`config.mk`:
```
export PLATFORM = sky130hd
export DESIGN_NAME = dual_core_mem_arbiter
export DESIGN_NICKNAME = d
export VERILOG_FILES = /design/src/rtl/dual_core_mem_arbiter.sv
export SDC_FILE = /design/constraint.sdc
export NUM_CORES = 1
export LEC_CHECK = 0
export ABC_CLOCK_PERIOD_IN_PS = 1900
export CAP_MARGIN = 40
export CORE_MARGIN = 2
export CORE_UTILIZATION = 44
export CTS_BUF_LIST = sky130_fd_sc_hd__clkbuf_16
export CTS_CLUSTER_SIZE = 14
export DETAILED_ROUTE_END_ITERATION = 8
export PLACE_DENSITY_LB_ADDON = 0.15
export SYNTH_ARGS = -nofsm -noshare
export SYNTH_HDL_FRONTEND = slang
export SYNTH_SLANG_ARGS = --single-unit
```
`constraint.sdc`:
```
create_clock -name Clock -period 1.9 [get_ports Clock]
set_clock_uncertainty 0.2 [all_clocks]
set_input_delay 0.19 -clock Clock [delete_from_list [all_inputs] [get_ports Clock]]
set_output_delay 0.19 -clock Clock [all_outputs]
set_load 0.005 [all_outputs]
```
`src/rtl/dual_core_mem_arbiter.sv`:
```
// dual_core_mem_arbiter: round-robin arbiter of two CPU cores onto one synchronous memory port.
// Optional MEM_TIMEOUT_EN adds a MEM-state watchdog and a sticky bus_err output.
module dual_core_mem_arbiter #(
    parameter int ADDR_W  = 16,
    parameter int DATA_W  = 64,
    parameter int TIMEOUT = 255
) (
    input  logic              Clock,
    input  logic              nReset,
    input  logic [DATA_W-1:0] Sysbus,
    input  logic              nALE,
    input  logic              nME,
    input  logic              RnW,
    output logic [DATA_W-1:0] Data_in,
    output logic              Ready,
    input  logic [DATA_W-1:0] Sysbus2,
    input  logic              nALE2,
    input  logic              nME2,
    input  logic              RnW2,
    output logic [DATA_W-1:0] Data_in2,
    output logic              Ready2,
    output logic [ADDR_W-1:0] mem_addr,
    output logic [DATA_W-1:0] mem_wdata,
    output logic              mem_we,
    output logic              mem_req,
    input  logic [DATA_W-1:0] mem_rdata,
    input  logic              mem_ack,
`ifdef MEM_TIMEOUT_EN
    output logic              bus_err,
`endif
    output logic              grant
);
    typedef enum logic [1:0] {IDLE, MEM, RESP} state_t;
    state_t state, state_d;
    logic pend0, pend1, nme_q, nme2_q, last_grant, we0, we1;
    logic [ADDR_W-1:0] addr0, addr1;
    logic [DATA_W-1:0] wdata0, wdata1, rdata_eff;
    logic win, start, done, tmo_hit;

    assign win       = (pend0 && pend1) ? ~last_grant : pend1;
    assign start     = state == IDLE && (pend0 || pend1);
    assign done      = state == MEM && (mem_ack || tmo_hit);
    assign rdata_eff = mem_ack ? mem_rdata : '1;
    assign Ready     = state == RESP && !grant;
    assign Ready2    = state == RESP && grant;

`ifdef MEM_TIMEOUT_EN
    localparam int CW = $clog2(TIMEOUT + 1);
    logic [CW-1:0] tmo_cnt;
    assign tmo_hit = state == MEM && !mem_ack && tmo_cnt == CW'(TIMEOUT - 1);
    // Watchdog counts MEM cycles from zero on entry; a hit latches bus_err until reset
    always_ff @(posedge Clock or negedge nReset) begin
        if (!nReset) begin
            tmo_cnt <= '0;
            bus_err <= 1'b0;
        end else begin
            tmo_cnt <= state == MEM ? tmo_cnt + 1'b1 : '0;
            if (tmo_hit) bus_err <= 1'b1;
        end
    end
`else
    assign tmo_hit = 1'b0;
`endif

    // Per-port front end: latch address, capture one request per sampled nME falling edge
    always_ff @(posedge Clock or negedge nReset) begin
        if (!nReset) begin
            nme_q  <= 1'b1;
            nme2_q <= 1'b1;
            pend0  <= 1'b0;
            pend1  <= 1'b0;
            we0    <= 1'b0;
            we1    <= 1'b0;
            addr0  <= '0;
            addr1  <= '0;
            wdata0 <= '0;
            wdata1 <= '0;
        end else begin
            nme_q  <= nME;
            nme2_q <= nME2;
            if (!nALE && !pend0) addr0 <= Sysbus[ADDR_W-1:0];
            if (!nALE2 && !pend1) addr1 <= Sysbus2[ADDR_W-1:0];
            if (!nME && nme_q && !pend0) begin
                pend0  <= 1'b1;
                we0    <= ~RnW;
                wdata0 <= Sysbus;
            end else if (state == RESP && !grant) begin
                pend0 <= 1'b0;
            end
            if (!nME2 && nme2_q && !pend1) begin
                pend1  <= 1'b1;
                we1    <= ~RnW2;
                wdata1 <= Sysbus2;
            end else if (state == RESP && grant) begin
                pend1 <= 1'b0;
            end
        end
    end

    // State register
    always_ff @(posedge Clock or negedge nReset) begin
        if (!nReset) state <= IDLE;
        else         state <= state_d;
    end

    // Next state: IDLE -> MEM on any pending request, MEM -> RESP on completion, RESP -> IDLE
    always_comb begin
        state_d = state;
        if (start)               state_d = MEM;
        else if (done)           state_d = RESP;
        else if (state == RESP)  state_d = IDLE;
    end

    // Memory port and read-data registers, loaded from the winner and held through MEM
    always_ff @(posedge Clock or negedge nReset) begin
        if (!nReset) begin
            mem_req    <= 1'b0;
            mem_we     <= 1'b0;
            mem_addr   <= '0;
            mem_wdata  <= '0;
            grant      <= 1'b0;
            last_grant <= 1'b1;
            Data_in    <= '0;
            Data_in2   <= '0;
        end else begin
            if (start) begin
                mem_req   <= 1'b1;
                mem_addr  <= win ? addr1 : addr0;
                mem_wdata <= win ? wdata1 : wdata0;
                mem_we    <= win ? we1 : we0;
                grant     <= win;
            end else if (done) begin
                mem_req <= 1'b0;
                mem_we  <= 1'b0;
                if (!mem_we && grant)  Data_in2 <= rdata_eff;
                if (!mem_we && !grant) Data_in  <= rdata_eff;
            end
            if (state == RESP) last_grant <= grant;
        end
    end
endmodule

```
==> results of run 1 <==
-- flip-flops by register name, summed over array words and instances, names as in the netlist, 2 cells and up --
name,flops
Data_in,64
mem_wdata,64
state,2
addr0,16
Data_in2,64
wdata0,64
wdata1,64
addr1,16
mem_addr,16
-- what timing repair did --
action,in CTS,in global routing
pin swaps,0,1
gates cloned,2,11
setup endpoints to repair,80,131
hold endpoints to repair,406,0
gates resized for setup,31,65
setup buffers,5,7
hold buffers,29,0
-- layout make-up --
| type | instances | area (µm²) | share of cell area, % |
|---|---|---|---|
| sequential | 380 | 9510 | 40.5 |
| tap | 461 | 577 | 2.45 |
| multi-input combinational | 670 | 6220 | 26.5 |
| timing repair buffer | 526 | 5760 | 24.5 |
| antenna | 5 | 12.5 | 0.0532 |
| inverter | 3 | 11.3 | 0.0479 |
| clock inverter | 32 | 333 | 1.42 |
| clock buffer | 43 | 1080 | 4.58 |
-- final timing paths --
check | start | to | slack (ns) | depth (start not counted)
worst max-delay path | state[0] | mem_wdata[11] | -0.08 | 8
worst min-delay path | Sysbus[23] | wdata0[23] | 0.01 | 3
worst max register to register | state[0] | mem_wdata[11] | -0.08 | 8
worst min register to register | wdata0[61] | wdata0[61] | 0.27 | 2
max in group asynchronous | nReset | Data_in2[42] | 0.92 | 3
min in group asynchronous | nReset | nme2_q | 0.15 | 2
-- cell families (layout without fill, tap and decap cells) --
logic type	Yosys count	after routing	share of synthesized area, %
multiplexers	388	388	28.7
AND/OR/NAND/NOR	275	275	8.36
buffers and inverters	65	604	3.02
flip-flops	380	380	59.6
AO/OA/AOI/OAI	7	7	0.313
other	0	5	0
-- worst register-to-register path: stages, from the launching register on --
cell	delay, ns
dfrtp_1	0.40
buf_6	0.14
buf_6	0.11
nor3_4	0.18
buf_12	0.15
buf_12	0.15
buf_4	0.13
buf_4	0.10
mux2_2	0.32
-- power breakdown --
| group | switching (mW) | internal, mW | total, mW |
|---|---|---|---|
| Sequential | 2.27 | 12.1 | 14.4 |
| Combinational | 5.89 | 12.0 | 17.9 |
| Clock | 3.26 | 5.06 | 8.31 |
| Total | 11.4 | 29.1 | 40.6 |
-- metrics by stage --
| step | TNS (ns) | cells | setup WS [ns] |
|---|---|---|---|
| after CTS | -1.74 | 2097 | -0.0548 |
| after floorplan | 0 | 1115 | 0.0607 |
| after global routing | -6.62 | 2119 | -0.103 |
| after detailed placement | -7.14 | 1986 | -0.134 |
| final | -2.73 | 2120 | -0.0759 |
| after global placement | -5.58 | 1986 | -0.122 |
-- layer usage --
metal	routed length, µm	up-vias	global-route usage [%]
met5	54	-	0
met4	1140	8	6.72
met3	3190	78	6.56
met2	21700	324	38.1
met1	18200	5374	28.5
li1	-	4817	-
-- placed cells by master (no fill, tap or decap), drive strengths merged --
master	n
a21bo	1
a21o	3
buf	79
bufbuf	1
bufinv	7
clkbuf	52
clkdlybuf4s50	404
clkinv	17
clkinvlp	2
dfrtp	377
dfstp	3
diode	5
dlygate4sd2	3
dlygate4sd3	28
dlymetal6s2s	2
inv	9
mux2	384
mux2i	4
nand2	197
nand2b	30
nand3b	1
nor2	4
nor3	2
nor3b	2
o21a	1
o21ai	2
or2	1
or2b	36
or3	1
or3b	1
==> impl_metrics.toml, run 1 <==
[sta]
fin_crit_sh_pct = 104
tightest_slew_ns = 0.368
hold-worst-slack_ns = 0.0134
hold_violations = 0
worst_slack_ns = -0.0759
fmax_ghz = 0.506
fin_crit_ns = 1.98
slew_violations = 0
rsz0062_at_grt = "yes"
maxSlewHeadroom_pct = 75.4
finalSetupViolCount = 88

[outcome]
status = "finished with violations"
violations = "negative setup slack"

[logic_synthesis]
synthesis.instances = 1115
ys_seq_area_share_pct = 59.6
synth_top_area_share_pct = 59.1
ys_seq_elements = 380
yosysMostFrequentCell = "dfrtp_1"
synth_area_leaders = "dfrtp_1 59%, mux2_2 23%, mux2_4 5.6%, nand2_1 4.6%, or2b_2 2.0%"
synth.net_count = 1316
avgSynthCellArea_um2 = 14.3
synth_common_cells = "377 x dfrtp_1, 324 x mux2_2, 197 x nand2_1"
synth_ff_type = "dfrtp_1"
synthesis.area_mm2 = 0.0160
yosys_warnings = 0
yosysUniqueCellTypes = 28
synth_edf_count = 0
synthArstFlopShare_pct = 100
synth_largest_area_cell = "dfrtp_1"

[global_route]
antenna_found_initial = 9
grt_remaining_overflow = 0
grt_pass1_wl_mm = 66.8
grt_max_degree = 67
grt_usage_pct = 22.6
grt_pass1_vias = 11300

[power_and_ir_drop]
leakage_nw = 10.4
finalPower_mw = 40.6
vdd_ir_drop_max_uv = 896
power_density_mw_per_mm2 = 1730

[clocking]
cts_buffers = 42
path_clk_slew_ns = 0.06
h-tree-depth = 2
cts_buffer_depth = 3
cts_root_buffer = "clkbuf_16"
clk_latency_ns = 0.53
cts_tree = "built"
cts_num_sinks = 380

[die]
die_y_um = 195
std_cell_rows = 69
core_mm2 = 0.0357
start_util_pct = 44.8
dieArea_mm2 = 0.0378
die_w_um = 195
io_pins = 414

[layout]
syn2layout_area_growth_pct = 47.2
fill_cells = 2631
final_util_pct = 65.9
stdcell_area_mm2 = 0.0235
drive_gt1_share_pct = 35.3
fin_nets = 1824

[drt]
routedWlPerCell_um = 20.9
routed_via_density = 5.00
ant_nets = 0
routed_wl_mm = 44.4
vias = 10600
route.detailed.drc = 0
first_pass_iters = 4
dr.first_iter.drc_count = 355

[worst_setup_path]
path_class = "flop to flop"
critPathSlowestCell = "dfrtp_1"
cp_max_fo = 6
crit_buf_inv = 6
cp-start-kind = "flop"
required_ns = 2.12
crit_arrival_ns = 2.19
slowest_delay_ns = 0.40
cp_top_family = "buffers and inverters"
cp_cell_sequence = "buf_6 -> buf_6 -> nor3_4 -> buf_12 -> buf_12 -> buf_4 -> buf_4 -> mux2_2"
cp-end-kind = "flop"

[placement]
place_congestion = 0.792
io_buffers = 413
hpwl_mm = 29.8
placed_area_mm2 = 0.0210

[worst_hold_path]
hp-class = "input port to flop"

[run]
cap_viol_max_count = 0
No activity file was read; power rests on OpenSTA's default activity.
==> run 2, diff against run 1 <==
--- a/config.mk
+++ b/config.mk
@@ -6,7 +6,7 @@
 export NUM_CORES = 1
 export LEC_CHECK = 0
 export ABC_CLOCK_PERIOD_IN_PS = 1900
-export CAP_MARGIN = 40
+export CAP_MARGIN = 10
 export CORE_MARGIN = 2
 export CORE_UTILIZATION = 44
 export CTS_BUF_LIST = sky130_fd_sc_hd__clkbuf_16
==> results of run 2 <==
Final layout, timing and power as in run 1 (identical DEF).
